File: src/rtl/lcd_driver.sv
// rtl/lcd_driver.sv - HD44780 16x2 LCD driver: power-up init plus 32-character frame writer
module lcd_driver #(
    parameter int PWR_WAIT  = 750000,
    parameter int EN_CYCLES = 16,
    parameter int CMD_WAIT  = 2000,
    parameter int CLR_WAIT  = 82000
) (
    input  logic       clk,
    input  logic       reset,
    input  logic [7:0] ASCII [31:0],
    input  logic       UpdateLCD,
    output logic       LCDBusy,
    output logic [7:0] LCD_DATA,
    output logic       LCD_RS,
    output logic       LCD_RW,
    output logic       LCD_EN,
    output logic       LCD_ON,
    output logic       LCD_BLON
);

    // One shared counter, wide enough for the longest interval
    localparam int M1   = (PWR_WAIT > CLR_WAIT) ? PWR_WAIT : CLR_WAIT;
    localparam int M2   = (M1 > CMD_WAIT) ? M1 : CMD_WAIT;
    localparam int MAXP = (M2 > EN_CYCLES) ? M2 : EN_CYCLES;
    localparam int CW   = $clog2(MAXP + 1);

    localparam logic [CW-1:0] PWR_LAST = CW'(PWR_WAIT - 1);
    localparam logic [CW-1:0] EN_LAST  = CW'(EN_CYCLES - 1);
    localparam logic [CW-1:0] CMD_LAST = CW'(CMD_WAIT - 1);
    localparam logic [CW-1:0] CLR_LAST = CW'(CLR_WAIT - 1);
    localparam logic [CW-1:0] TWO_LAST = CW'(1);

    typedef enum logic [2:0] {
        S_PWR, S_INIT, S_IDLE, S_ADDR1, S_LINE1, S_ADDR2, S_LINE2
    } state_t;

    typedef enum logic [1:0] {P_SETUP, P_ENH, P_HOLD, P_WAIT} phase_t;

    state_t        state_q, state_d;
    phase_t        phase_q;
    logic [CW-1:0] cnt_q;
    logic [3:0]    idx_q;
    logic [7:0]    frame_q [31:0];

    logic          byte_st;
    logic [7:0]    cur_byte;
    logic          cur_rs;
    logic [CW-1:0] phase_last;
    logic          phase_end;
    logic          byte_done;

    // Byte currently being presented on the bus, and how long each phase lasts
    always_comb begin
        byte_st    = (state_q != S_PWR) && (state_q != S_IDLE);
        cur_byte   = 8'h00;
        cur_rs     = 1'b0;
        case (state_q)
            S_INIT: begin
                case (idx_q)
                    4'd0, 4'd1, 4'd2: cur_byte = 8'h38;
                    4'd3:             cur_byte = 8'h0C;
                    4'd4:             cur_byte = 8'h01;
                    default:          cur_byte = 8'h06;
                endcase
            end
            S_ADDR1: cur_byte = 8'h80;
            S_LINE1: begin
                cur_byte = frame_q[{1'b0, idx_q}];
                cur_rs   = 1'b1;
            end
            S_ADDR2: cur_byte = 8'hC0;
            S_LINE2: begin
                cur_byte = frame_q[{1'b1, idx_q}];
                cur_rs   = 1'b1;
            end
            default: cur_byte = 8'h00;
        endcase
        case (phase_q)
            P_SETUP: phase_last = TWO_LAST;
            P_ENH:   phase_last = EN_LAST;
            P_HOLD:  phase_last = TWO_LAST;
            default: phase_last = (cur_byte == 8'h01 && !cur_rs) ? CLR_LAST : CMD_LAST;
        endcase
        phase_end = (cnt_q == phase_last);
        byte_done = byte_st && (phase_q == P_WAIT) && phase_end;
    end

    // State register
    always_ff @(posedge clk) begin
        if (reset) state_q <= S_PWR;
        else       state_q <= state_d;
    end

    // Next-state logic: each command/data state advances when its last byte completes
    always_comb begin
        state_d = state_q;
        case (state_q)
            S_PWR:   if (cnt_q == PWR_LAST)              state_d = S_INIT;
            S_INIT:  if (byte_done && idx_q == 4'd5)     state_d = S_IDLE;
            S_IDLE:  if (UpdateLCD)                      state_d = S_ADDR1;
            S_ADDR1: if (byte_done)                      state_d = S_LINE1;
            S_LINE1: if (byte_done && idx_q == 4'd15)    state_d = S_ADDR2;
            S_ADDR2: if (byte_done)                      state_d = S_LINE2;
            S_LINE2: if (byte_done && idx_q == 4'd15)    state_d = S_IDLE;
            default:                                     state_d = S_PWR;
        endcase
    end

    // Phase/cycle/byte-index counters restart on every state entry; frame snapshot taken on acceptance
    always_ff @(posedge clk) begin
        if (reset) begin
            cnt_q   <= '0;
            phase_q <= P_SETUP;
            idx_q   <= 4'd0;
            for (int i = 0; i < 32; i++) frame_q[i] <= 8'h00;
        end else begin
            if (state_q == S_IDLE && UpdateLCD) frame_q <= ASCII;
            if (state_d != state_q) begin
                cnt_q   <= '0;
                phase_q <= P_SETUP;
                idx_q   <= 4'd0;
            end else if (byte_st) begin
                if (phase_end) begin
                    cnt_q   <= '0;
                    phase_q <= phase_t'(phase_q + 2'd1);
                    if (phase_q == P_WAIT) idx_q <= idx_q + 4'd1;
                end else begin
                    cnt_q <= cnt_q + CW'(1);
                end
            end else if (state_q == S_PWR) begin
                cnt_q <= cnt_q + CW'(1);
            end
        end
    end

    // Pin outputs decoded from state and phase; DATA/RS only move when a new byte's SETUP begins
    always_comb begin
        LCDBusy  = (state_q != S_IDLE);
        LCD_EN   = byte_st && (phase_q == P_ENH);
        LCD_RS   = byte_st && cur_rs;
        LCD_DATA = byte_st ? cur_byte : 8'h00;
    end

    assign LCD_RW   = 1'b0;
    assign LCD_ON   = 1'b1;
    assign LCD_BLON = 1'b1;

endmodule

File: config.mk
export PLATFORM = sky130hd
export DESIGN_NAME = lcd_driver
export DESIGN_NICKNAME = d
export VERILOG_FILES = /design/src/rtl/lcd_driver.sv
export SDC_FILE = /design/constraint.sdc
export NUM_CORES = 1
export LEC_CHECK = 0
export CORE_MARGIN = 2
export CORE_UTILIZATION = 45
export DETAILED_ROUTE_END_ITERATION = 8
export PLACE_DENSITY_LB_ADDON = 0.25
export SYNTH_ARGS = -nofsm -noshare
export SYNTH_HDL_FRONTEND = slang
export SYNTH_SLANG_ARGS = --single-unit
File: constraint.sdc
create_clock -name clk -period 5.05 [get_ports clk]
set_input_delay 0.7575 -clock clk [delete_from_list [all_inputs] [get_ports clk]]
set_output_delay 0.7575 -clock clk [all_outputs]
set_load 0.03 [all_outputs]
# After elaboration in Yosys (flattened, before gate mapping)

Index checks and enable logic that the tools add are counted.

Bits in registers: 285
Output and inout bits: 14
Logic and storage cells: 103

Add/sub/neg operators: 3
Magnitude comparators: 2
Equality and inequality tests: 20
Multiplexer cells: 21
Reductions and logical operators: 21

Operator list:

| kind                    | number |
|---|---|
| $bmux W8 S4             | 2 |
| $mux W20                | 3 |
| $pmux W8 S5             | 1 |
| $pmux W17 S2            | 1 |
| $mux W8                 | 3 |
| $mux W3                 | 7 |
| $pmux W3 S7             | 1 |
| $add A20 B1 Y20 const B | 1 |
| $eq A20 B20 Y1          | 1 |
| $eq A20 B20 Y1 const B  | 1 |
| $pmux W6 S3             | 1 |
| $mux W17                | 1 |
| $eq A3 B3 Y1 const B    | 3 |
| $logic_and A1 B1 Y1     | 9 |
| $eq A4 B2 Y1 const B    | 2 |
| $eq A4 B3 Y1 const B    | 2 |
| $eq A8 B1 Y1 const B    | 1 |
| $eq A3 B2 Y1 const B    | 2 |
| $lt A4 B6 Y1 const B    | 1 |
| $lt A5 B6 Y1 const B    | 1 |
| $reduce_or A2 Y1        | 3 |
| $add A4 B1 Y4 const B   | 1 |
| $eq A2 B2 Y1 const B    | 2 |
| $eq A4 B1 Y1 const B    | 1 |
| 16 further kinds        | 16 |

# Logic depth before layout (Yosys ltp)

Depth in word-level cells: 15
Gate-level depth with buffers: 13
Mapped depth without buffers: 9

# Worst setup path before layout

OpenSTA, ideal clock, no wires.

Path kind: register to output
Start: register idx_q[0]
End: output LCD_DATA[0]
Data arrival time: 2,465 ps
Setup slack: 1,828 ps
Stages on the path, launching flop included: 8
Path buffers: 3
Cell sequence: dfxtp_1 -> clkbuf_1 -> buf_2 -> buf_2 -> mux4_2 -> mux4_2 -> mux2i_1 -> o21ai_0

Cells in the longest elaborated chain, start to end: 5
Elaborated cells between the ends (all ways): 13

Ends and longest elaborated chain:

| what                                       | line | source |
|---|---|---|
| start, declared                            | 42   | `logic [3:0] idx_q;` |
| start signal, assigned                     | 126  | `if (phase_q == P_WAIT) idx_q <= idx_q + 4'd1;` |
| $eq A4 B1 Y1, or another cell as far along | 59   | `case (idx_q)` |
| $reduce_or A3 Y1                           | 59   |  |
| $pmux W6 S3                                | 59   |  |
| $pmux W8 S5 *                              | 57   | `case (state_q)` |
| $mux W8 *                                  | 141  | `LCD_DATA = byte_st ? cur_byte : 8'h00;` |
| end, declared                              | 13   | `output logic [7:0] LCD_DATA,` |

Every way passes the cells marked *; elsewhere a longest branch is shown, timed or not. The select of a mux whose other input is x is not followed.

# Final worst setup path

Start: register idx_q[0]
End: output LCD_DATA[3]

Same word-level chain as after synthesis.

==> impl_metrics.tcl <==
set metrics [dict create \
    clock_transition_time_at_the_flip_flop_clock_pins_of_the_worst_setup_and_hold_paths_ns 0.06 \
    grt_overflow_total 0 \
    die-height_um 171 \
    placeableCoreArea_um2 27100 \
    cts_root_buffer "clkbuf_16" \
    insertion_delay_ns 0.56 \
    cpMostUsedCell "mux4_2" \
    wire_length_of_the_first_global_routing_pass_um 56300 \
    route.detailed.vias_per_inst 5.38 \
    power_report.internal_total_mw 3.86 \
    ant_nets 0 \
    p_total_mw 4.86 \
    hp-start "frame_q[119]" \
    design.portCount 273 \
    grt_max_degree 151 \
    detailedRoute.firstIterationViolations 1111 \
    maxCapViolCount 0 \
    max_freq_mhz 213 \
    htree_num_levels 1 \
    cts_setup_buffers 0 \
    cts-resized-gates 0 \
    grt_antenna_before_repair 0 \
    clock-skew-final_ns 0.00996 \
    synth.avg_cell_area_um2 8.60 \
    p_seq_share_pct 46.3 \
    gpl.final_weighted_congestion 0.935 \
    ys_ff_latch 285 \
    synth_edf_count 0 \
    timing.reg2reg.setup_slack_ns 1.89 \
    path_buf_inv 2 \
    cts_max_path_buffers 3 \
    synthDistinctLibCells 56 \
    global_route.usage.total_pct 24.8 \
    p_leak_nw 5.32 \
    unrepaired_setup_endpoints_after_global_routing "no" \
    powerDensity_nw_per_um2 296 \
    synth_warnings 0 \
    synth.yosys.seq_area_share_pct 45.7 \
    placement_rows 60 \
    period_share_pct 93.1 \
    largest_fanout_of_any_net_on_the_critical_path 47 \
    path_delay_family "multiplexers" \
    detail_route.drc_violations 0 \
    switching_pwr_mw 1.00 \
    half_perimeter_wire_length_after_detailed_placement_um 26800 \
    clkSinkCount 285 \
    crit_path_max_incr_delay_ns 0.92 \
    layout-area-overhead-vs-synth_pct 31.6 \
    worst-slew-pin-transition_ns 1.13 \
    cell_breakdown_of_the_critical_path "buf_4 -> mux4_2 -> mux4_2 -> mux2i_1 -> o22ai_1 -> clkdlybuf4s50_1" \
    netlist_top_cells_area "dfxtp_1 (46%), nand2_1 (16%), mux4_2 (14%)" \
    hold_violations 0 \
    via_count 11000 \
    rr_startpoint "idx_q[1]" \
    critPathRequiredTime_ns 4.29 \
    maxSlewHeadroom_pct 24.6 \
    min-delay-path-class "reg2reg" \
    irDropWorstVdd_v 0.000273 \
    final.min_clock_period_ns 4.70 \
    grt_pass1_vias 10300 \
    synthesis.instances 1451 \
    cts_made_buffers 30 \
    timing.final.max_slew_violations 0 \
    layoutNonFillerInstCount 2046 \
    dieWidth_um 171 \
    port_buffers 269 \
    top_cell_types_by_occurrence_after_synthesis "nand2_1 (526), dfxtp_1 (285), a21oi_1 (264)" \
    timing.setup.tns_ns 0 \
    r2r_end "cnt_q[12]" \
    type_of_the_worst_setup_path "reg2out" \
    cpMaxStageDelayCell "dfxtp_4" \
    wire_per_inst_um 18.1 \
    power.switching_fraction_pct 20.6 \
    synth.cell_area_um2 12500 \
    setup_viol 0 \
    final_nets 1916 \
    share_of_total_power_in_the_clock_network_pct 48.4 \
    final_cell_area_um2 16400 \
    min_path_cells 2 \
    synth_async_sr_flop_share_pct 0 \
    critical_path.endpoint_type "primary output" \
    combinationalPowerShare_pct 5.3 \
    tritoncts "yes" \
    synth_top_area_share_pct 45.7 \
    ff2ff_path_depth 9 \
    holdBufCountCts 0 \
    hold_path_end "frame_q[119]" \
    placement.cell_area_um2 15300 \
    run_status "finished, final reports clean" \
    start_util_pct 46.0 \
    drt_pass1_iterations 6 \
    worst_ep_arrival_time_ns 3.94 \
    ys_dominant_reg_cell "dfxtp_1" \
    n_antenna_cell 0 \
    layout-drive-gt1-share_pct 9.74 \
    die_area_um2 29100 \
    postRouteWirelength_um 37100 \
    most_frequently_used_cell_type_in_the_post_synthesis_netlist "nand2_1" \
    placedCellCount 1990 \
    worstSetupStartpointType "register" \
    synth_largest_area_cell "dfxtp_1" \
]
[registers in the layout (all words and copies together) (netlist names)]
name / flops
phase_q: 2
cnt_q: 20
idx_q: 4
state_q: 3
frame_q: 256
[worst max-delay path by stage]
stage | depth (start not counted) | startpoint | to
6_report | 6 | idx_q[0] | LCD_DATA[3]
4_1_cts | 6 | idx_q[0] | LCD_DATA[3]
5_1_grt | 6 | idx_q[0] | LCD_DATA[3]
2_1_floorplan | 7 | idx_q[0] | LCD_DATA[0]
3_3_place_gp | 6 | idx_q[0] | LCD_DATA[3]
3_5_place_dp | 6 | idx_q[0] | LCD_DATA[3]
[power by group through the flow]
stage | registers, mW | clock network (mW) | logic (mW)
after CTS | 2.25 | 2.37 | 0.258
after global routing | 2.25 | 2.46 | 0.272
final | 2.25 | 2.35 | 0.258
after global placement | 2.30 | 0 | 0.254
after floorplan | 2.30 | 0 | 0.0474
after detailed placement | 2.30 | 0 | 0.256
[per-stage QoR]
stage                     utilization, %  worst slack, ns  hold slack [ns]
after floorplan                        -             1.83            0.433
after global placement              56.6            0.961            0.440
after detailed placement            56.6            0.867            0.444
after CTS                           60.6            0.279            0.453
after global routing                60.6            0.115            0.469
final                               60.6            0.348            0.453
[placed cells by master, fill, tap and decap left out, drive strengths merged, types with 6 or more instances in the layout]
cell type and count:
mux2i 6, nand3 17, dfxtp 285, nor2 39, inv 10, buf 10
clkbuf 41, clkinv 9, nand2 528, xor2 14, o21ai 9, and3 6
clkdlybuf4s50 268, a21oi 264, mux4 80, nand4 7, nor3 7, ha 7
xnor2 10
[cell families after synthesis]
group                      share of synthesized area, %
AOI/OAI and AO/OA                                  12.5
xor gates and xnor gates                           1.68
buffers and inverters                              3.94
other                                            0.0602
and+or+nand+nor                                    20.4
muxes                                              15.0
adders and majority gates                         0.702
DFF                                                45.7
[worst min-delay path: stages (launching register included)]
cell	delay, ns
dfxtp_1	0.31
nand2_1	0.05
a21oi_1	0.05
[metal layers]
metal	GRT usage (%)	share of wire [%]
met2	39.6	47
met3	3.96	7.0
met4	7.58	2.9
met1	34.8	43
met5	0.348	0
[final cells by class]
type | count | area (um^2)
Clock buffer | 40 | 880
Inverter | 10 | 37.5
Fill cell | 2345 | 10700
Timing Repair Buffer | 279 | 2820
Tap cell | 372 | 465
Multi-Input combinational cell | 1044 | 6300
Sequential cell | 285 | 5710
Clock inverter | 16 | 203
(Power assumes the default switching activity.)
